===== src/rtl/phrase_player_if.sv =====
// Bundles the phrase_player control, table-lookup and note-output signals.
// With PHRASE_PLAYER_LOOP_EN defined, a 2-bit repeat_n request is added and is latched with start.
interface phrase_player_if #(
  parameter int NOTE_W    = 4,
  parameter int MAX_NOTES = 8,
  parameter int ADDR_W    = 4
);
  localparam int CNT_W = (MAX_NOTES > 1) ? $clog2(MAX_NOTES) : 1;

  logic                        start;
  logic [ADDR_W-1:0]           phrase_sel;
  logic                        abort;
  logic                        tick;
  logic [ADDR_W-1:0]           db_addr;
  logic [NOTE_W*MAX_NOTES-1:0] db_entry;
  logic [MAX_NOTES-1:0]        length_entry;
  logic [CNT_W-1:0]            n_note;
  logic                        ready;
  logic                        busy;
  logic [NOTE_W-1:0]           note_code;
  logic                        note_on;
  logic                        note_strobe;
  logic                        done;
`ifdef PHRASE_PLAYER_LOOP_EN
  logic [1:0]                  repeat_n;

  modport master (
    output start, phrase_sel, abort, tick, db_entry, length_entry, n_note, repeat_n,
    input  db_addr, ready, busy, note_code, note_on, note_strobe, done
  );
  modport slave (
    input  start, phrase_sel, abort, tick, db_entry, length_entry, n_note, repeat_n,
    output db_addr, ready, busy, note_code, note_on, note_strobe, done
  );
`else
  modport master (
    output start, phrase_sel, abort, tick, db_entry, length_entry, n_note,
    input  db_addr, ready, busy, note_code, note_on, note_strobe, done
  );
  modport slave (
    input  start, phrase_sel, abort, tick, db_entry, length_entry, n_note,
    output db_addr, ready, busy, note_code, note_on, note_strobe, done
  );
`endif
endinterface


===== src/rtl/phrase_player.sv =====
// Phrase playback engine: fetches one packed phrase, then steps through its notes on tempo ticks.
// Optional PHRASE_PLAYER_LOOP_EN replays the latched phrase repeat_n+1 times without refetching.
module phrase_player #(
  parameter int NOTE_W     = 4,
  parameter int MAX_NOTES  = 8,
  parameter int ADDR_W     = 4,
  parameter int LONG_TICKS = 2,
  parameter int REST_CODE  = 7
) (
  input  logic           clk,
  input  logic           rst,
  phrase_player_if.slave pif
);
  localparam int CNT_W = (MAX_NOTES > 1) ? $clog2(MAX_NOTES) : 1;
  localparam int DUR_W = (LONG_TICKS > 2) ? $clog2(LONG_TICKS) : 1;
  localparam logic [NOTE_W-1:0] REST     = NOTE_W'(REST_CODE);
  localparam logic [DUR_W-1:0]  DUR_LONG = DUR_W'(LONG_TICKS - 1);

  typedef enum logic [1:0] {ST_IDLE, ST_LOAD, ST_WAIT, ST_PLAY} state_t;

  state_t                      state_q, state_d;
  logic [ADDR_W-1:0]           db_addr_q, db_addr_d;
  logic [NOTE_W*MAX_NOTES-1:0] entry_q, entry_d;
  logic [MAX_NOTES-1:0]        len_q, len_d;
  logic [CNT_W-1:0]            last_q, last_d;
  logic [CNT_W-1:0]            idx_q, idx_d;
  logic [DUR_W-1:0]            dur_q, dur_d;
  logic [NOTE_W-1:0]           code_q, code_d;
  logic                        on_q, on_d;
  logic                        strobe_q, strobe_d;
  logic                        done_q, done_d;
  logic                        present;
  logic [CNT_W-1:0]            pidx;
`ifdef PHRASE_PLAYER_LOOP_EN
  logic [1:0]                  reps_q, reps_d;
`endif

  // Slot 0 lives in the most significant field of both packed words.
  function automatic logic [NOTE_W-1:0] slot_code(input logic [NOTE_W*MAX_NOTES-1:0] ent,
                                                  input logic [CNT_W-1:0] i);
    return ent[NOTE_W*(MAX_NOTES-1-int'(i)) +: NOTE_W];
  endfunction

  function automatic logic slot_long(input logic [MAX_NOTES-1:0] len, input logic [CNT_W-1:0] i);
    return len[MAX_NOTES-1-int'(i)];
  endfunction

  always_comb begin
    state_d   = state_q;
    db_addr_d = db_addr_q;
    entry_d   = entry_q;
    len_d     = len_q;
    last_d    = last_q;
    idx_d     = idx_q;
    dur_d     = dur_q;
    code_d    = code_q;
    on_d      = on_q;
    strobe_d  = 1'b0;
    done_d    = 1'b0;
    present   = 1'b0;
    pidx      = '0;
`ifdef PHRASE_PLAYER_LOOP_EN
    reps_d    = reps_q;
`endif

    case (state_q)
      ST_IDLE: begin
        if (pif.start) begin
          db_addr_d = pif.phrase_sel;
`ifdef PHRASE_PLAYER_LOOP_EN
          reps_d    = pif.repeat_n;
`endif
          state_d   = ST_LOAD;
        end
      end
      ST_LOAD: begin
        entry_d = pif.db_entry;
        len_d   = pif.length_entry;
        last_d  = pif.n_note;
        idx_d   = '0;
        state_d = ST_WAIT;
      end
      ST_WAIT: begin
        if (pif.tick) begin
          present = 1'b1;
          pidx    = '0;
          state_d = ST_PLAY;
        end
      end
      ST_PLAY: begin
        if (pif.tick) begin
          if (dur_q != '0) begin
            dur_d = dur_q - 1'b1;
          end else if (idx_q < last_q) begin
            present = 1'b1;
            pidx    = idx_q + 1'b1;
          end else begin
`ifdef PHRASE_PLAYER_LOOP_EN
            if (reps_q != 2'd0) begin
              reps_d  = reps_q - 2'd1;
              present = 1'b1;
              pidx    = '0;
            end else begin
              done_d  = 1'b1;
              on_d    = 1'b0;
              code_d  = REST;
              state_d = ST_IDLE;
            end
`else
            done_d  = 1'b1;
            on_d    = 1'b0;
            code_d  = REST;
            state_d = ST_IDLE;
`endif
          end
        end
      end
      default: state_d = ST_IDLE;
    endcase

    if (present) begin
      idx_d    = pidx;
      code_d   = slot_code(entry_q, pidx);
      on_d     = (slot_code(entry_q, pidx) != REST);
      strobe_d = 1'b1;
      dur_d    = slot_long(len_q, pidx) ? DUR_LONG : '0;
    end

    // Abort wins over everything the FSM decided this cycle.
    if (pif.abort) begin
      state_d   = ST_IDLE;
      db_addr_d = db_addr_q;
      code_d    = REST;
      on_d      = 1'b0;
      strobe_d  = 1'b0;
      done_d    = 1'b0;
    end
  end

  always_ff @(posedge clk) begin
    if (rst) begin
      state_q   <= ST_IDLE;
      db_addr_q <= '0;
      idx_q     <= '0;
      dur_q     <= '0;
      code_q    <= REST;
      on_q      <= 1'b0;
      strobe_q  <= 1'b0;
      done_q    <= 1'b0;
`ifdef PHRASE_PLAYER_LOOP_EN
      reps_q    <= 2'd0;
`endif
    end else begin
      state_q   <= state_d;
      db_addr_q <= db_addr_d;
      idx_q     <= idx_d;
      dur_q     <= dur_d;
      code_q    <= code_d;
      on_q      <= on_d;
      strobe_q  <= strobe_d;
      done_q    <= done_d;
`ifdef PHRASE_PLAYER_LOOP_EN
      reps_q    <= reps_d;
`endif
    end
  end

  // Latched phrase contents are only meaningful after LOAD, so they carry no reset.
  always_ff @(posedge clk) begin
    entry_q <= entry_d;
    len_q   <= len_d;
    last_q  <= last_d;
  end

  assign pif.db_addr     = db_addr_q;
  assign pif.note_code   = code_q;
  assign pif.note_on     = on_q;
  assign pif.note_strobe = strobe_q;
  assign pif.done        = done_q;
  assign pif.ready       = (state_q == ST_IDLE);
  assign pif.busy        = (state_q != ST_IDLE);
endmodule


===== src/flat_wrapper.sv =====
// flat-port wrapper written by rule: the top's interface ports become plain ports
module phrase_player_flat 
#(
  parameter int NOTE_W     = 4,
  parameter int MAX_NOTES  = 8,
  parameter int ADDR_W     = 4,
  parameter int LONG_TICKS = 2,
  parameter int REST_CODE  = 7
)
  (clk, rst, pif_start, pif_phrase_sel, pif_abort, pif_tick, pif_db_entry, pif_length_entry, pif_n_note, pif_db_addr, pif_ready, pif_busy, pif_note_code, pif_note_on, pif_note_strobe, pif_done);
  phrase_player_if #(.NOTE_W(NOTE_W), .MAX_NOTES(MAX_NOTES), .ADDR_W(ADDR_W)) pif_i ();
  input  logic clk;
  input  logic rst;
  input wire logic [$bits(pif_i.start)-1:0] pif_start;
  input wire logic [$bits(pif_i.phrase_sel)-1:0] pif_phrase_sel;
  input wire logic [$bits(pif_i.abort)-1:0] pif_abort;
  input wire logic [$bits(pif_i.tick)-1:0] pif_tick;
  input wire logic [$bits(pif_i.db_entry)-1:0] pif_db_entry;
  input wire logic [$bits(pif_i.length_entry)-1:0] pif_length_entry;
  input wire logic [$bits(pif_i.n_note)-1:0] pif_n_note;
  output wire logic [$bits(pif_i.db_addr)-1:0] pif_db_addr;
  output wire logic [$bits(pif_i.ready)-1:0] pif_ready;
  output wire logic [$bits(pif_i.busy)-1:0] pif_busy;
  output wire logic [$bits(pif_i.note_code)-1:0] pif_note_code;
  output wire logic [$bits(pif_i.note_on)-1:0] pif_note_on;
  output wire logic [$bits(pif_i.note_strobe)-1:0] pif_note_strobe;
  output wire logic [$bits(pif_i.done)-1:0] pif_done;
  assign pif_i.start = pif_start;
  assign pif_i.phrase_sel = pif_phrase_sel;
  assign pif_i.abort = pif_abort;
  assign pif_i.tick = pif_tick;
  assign pif_i.db_entry = pif_db_entry;
  assign pif_i.length_entry = pif_length_entry;
  assign pif_i.n_note = pif_n_note;
  assign pif_db_addr = pif_i.db_addr;
  assign pif_ready = pif_i.ready;
  assign pif_busy = pif_i.busy;
  assign pif_note_code = pif_i.note_code;
  assign pif_note_on = pif_i.note_on;
  assign pif_note_strobe = pif_i.note_strobe;
  assign pif_done = pif_i.done;
  phrase_player #(.NOTE_W(NOTE_W), .MAX_NOTES(MAX_NOTES), .ADDR_W(ADDR_W), .LONG_TICKS(LONG_TICKS), .REST_CODE(REST_CODE)) u_core (.clk(clk), .rst(rst), .pif(pif_i));
endmodule

===== config.mk =====
export PLATFORM = sky130hd
export DESIGN_NAME = phrase_player_flat
export DESIGN_NICKNAME = d
export VERILOG_FILES = /design/src/rtl/phrase_player_if.sv /design/src/rtl/phrase_player.sv /design/src/flat_wrapper.sv
export SDC_FILE = /design/constraint.sdc
export NUM_CORES = 1
export LEC_CHECK = 0
export CAP_MARGIN = 20
export CORE_ASPECT_RATIO = 0.9
export CORE_MARGIN = 3
export CORE_UTILIZATION = 48
export DETAILED_ROUTE_END_ITERATION = 10
export PLACE_DENSITY_LB_ADDON = 0.08
export SYNTH_ARGS = -nofsm -noshare
export SYNTH_HDL_FRONTEND = slang
export SYNTH_SLANG_ARGS = --single-unit

===== constraint.sdc =====
create_clock -name clk -period 2.76 [get_ports clk]
set_input_delay 0.276 -clock clk [delete_from_list [all_inputs] [get_ports clk]]
set_output_delay 0.276 -clock clk [all_outputs]
set_load 0.05 [all_outputs]

==> results.ini <==
[synthesis]
synth_seq_cells = 60
netlist_area_um2 = 2560
ys_seq_area_share_pct = 63.8
syn_nets = 246
synth_fa_ha_area_share_pct = 3.42
synth_compound_area_share_pct = 11.8
avgSynthCellArea_um2 = 13.7
async_flop_share_pct = 0
synth_warnings = 0
muxShareOfSynthArea_pct = 8.71
synthFlopType = edfxtp_1
synth_xor_area_share_pct = 0.978
synthSimpleGateAreaFrac_pct = 7.83
synth_edf_count = 43
ys_types = 45
synth_top_family_by_area = compound AO/OA/AOI/OAI gates
syn_inst = 187

[critical_path]
setup.worst_path.end_class = output pin
crit_arrival_ns = 2.04
startpoint_type = flop
crit_start = u_core.state_q[0]
r2r_start = u_core.idx_q[2]
worstSetupPathType = reg2out
cp_max_fo = 6
cp.required_ns = 2.48

[grt]
grt_max_degree = 44
gr-usage-all-layers_pct = 18.0
grt_pass1_wl_um = 8450
antenna_found_initial = 0
overflow = 0
grt_pass1_vias = 1735

[sta]
setup_viol = 0
finalMaxSlewViolations = 0
fin_tns_setup_ns = 0
fmax_mhz = 431
relSlewSlack_pct = 64.6
timing.hold.ws_ns = 0.475
fin_skew_ns = 0.00466
fin_crit_sh_pct = 84.1
worst_pin_slew_ns = 0.531
hold_viol = 0
rsz0062_at_grt = no
finalCriticalPeriod_ns = 2.32

[power]
p_leak_uw = 0.00125
power_density_nw_per_um2 = 565
vdd_drop_max_mv = 0.404

[final_layout]
area_growth_pct = 35.5
nets = 319
antenna_cells = 0
drive_gt1_share_pct = 11.7

[drt]
routedWlPerCell_um = 15.4
drtIter0Drc = 119
first_pass_iters = 4
wl_um = 5090
viasPerCell = 5.31
dr_total_vias = 1751
route.antenna.remaining_nets = 0
drc = 0

[floorplanning]
coreArea_um2 = 4980
io_pins = 65
dieArea_um2 = 6240
num_rows = 24
fp.dieH_um = 75.2
die_w_um = 82.9
initial_utilization_pct = 51.3

[status]
outcome = completed

[cts]
clock_latency_ns = 0.34
cts.repair.resized = 0
clock_sinks = 60
clockBufferDepth = 2
cts_tree = yes
path_clk_slew_ns = 0.07
postCtsHoldBufs = 0
post_cts_buffers = 0
htree_levels = 3
numCtsBuffers = 9
root_buffer = clkbuf_8

[worst_hold_path]
hp-start = u_core.pif.note_code[3]
min_path_type = reg2reg

[run]
cap_violations = 0

[place]
io_buffer_count = 64
gp_congestion = 0.814
hpwlAfterDp_um = 3630

[registers in the layout, indices dropped and copies added (netlist names)]
register / flops
u_core.state_q: 2
u_core.last_q: 3
u_core.pif.note_code: 4
u_core.len_q: 8
u_core.pif.note_on: 1
u_core.pif.db_addr: 4
u_core.pif.note_strobe: 1
u_core.idx_q: 3
u_core.entry_q: 32
u_core.dur_q: 1
u_core.pif.done: 1
[worst max-delay path, cell delays in order, from the launching register on]
cell and delay [ns]:
dfxtp_1 0.45, inv_1 0.12, ha_1 0.26, inv_1 0.08, clkdlybuf4s50_1 0.80
[layout by cell type (no fill, tap or decap), drive strengths merged, types with 2 or more instances in the layout]
cell type      count
buf                5
mux2               2
edfxtp            43
a31oi              2
clkinv             3
mux4               4
a211oi             2
clkbuf             9
ha                 7
nor3               2
mux2i             11
o221a              2
clkinvlp           2
nand3b             2
o21ai             10
nand3              3
a21oi              8
o21a               2
o22ai              2
o21bai             2
clkdlybuf4s50     64
dfxtp             17
a211o              3
nand2             10
nor2              14
and3               3
inv               10
nor2b              4
[report_power, final]
group | switching [uW] | internal, uW
clock | 355 | 420
combinational | 71.4 | 92.4
sequential | 13.0 | 1000
[cell families after synthesis]
family / Yosys count
adders and majority gates: 7
AOI/OAI and AO/OA: 43
DFF: 60
muxes: 17
xor gates and xnor gates: 2
buffers and inverters: 16
and+or+nand+nor: 42
[path summary, 6_finish.rpt]
path	endpoint	slack, ns	cells past startpoint
min	u_core.pif.note_code[3]	0.47	2
max reg2reg	u_core.pif.note_code[0]	0.63	6
max	pif_busy	0.44	4
min reg2reg	u_core.pif.note_code[3]	0.47	2
[cells in the mapped netlist, types with 4 or more instances]
master / instances / area [um^2]
edfxtp_1: 43 / 1290
dfxtp_1: 17 / 340
nor2_1: 14 / 52.6
mux2i_1: 11 / 110
nand2_1: 10 / 37.5
inv_1: 9 / 33.8
o21ai_0: 9 / 45.0
a21oi_1: 8 / 40.0
ha_1: 7 / 87.6
mux4_2: 4 / 90.1
nor2b_1: 4 / 25.0
[final cells by class]
type,instances,area [um^2]
clock buffers,9,124
clock inverters,7,76.3
fillers,394,1520
inverters,9,33.8
multi-input cells,111,840
flip-flops and latches,60,1630
well taps,65,81.3
repair buffers,69,678
[routing by layer]
layer	vias to the layer above	track usage [%]	wire length [um]
met3	9	7.22	352
li1	860	-	-
met4	0	7.62	89
met5	-	0	0
met2	61	28.1	2380
met1	821	22.7	2270
[per-stage QoR]
stage | worst slack [ns] | area, um^2 | instances | power, uW | util (%)
floorplan | 0.759 | 2560 | 187 | 1100 | -
global placement | 0.681 | 3260 | 314 | 1200 | 65.5
detailed placement | 0.645 | 3260 | 314 | 1200 | 65.5
CTS | 0.418 | 3460 | 330 | 1980 | 69.5
global route | 0.335 | 3460 | 330 | 2040 | 69.5
finish | 0.440 | 3460 | 330 | 1960 | 69.5
No activity file was read; power rests on OpenSTA's default activity.
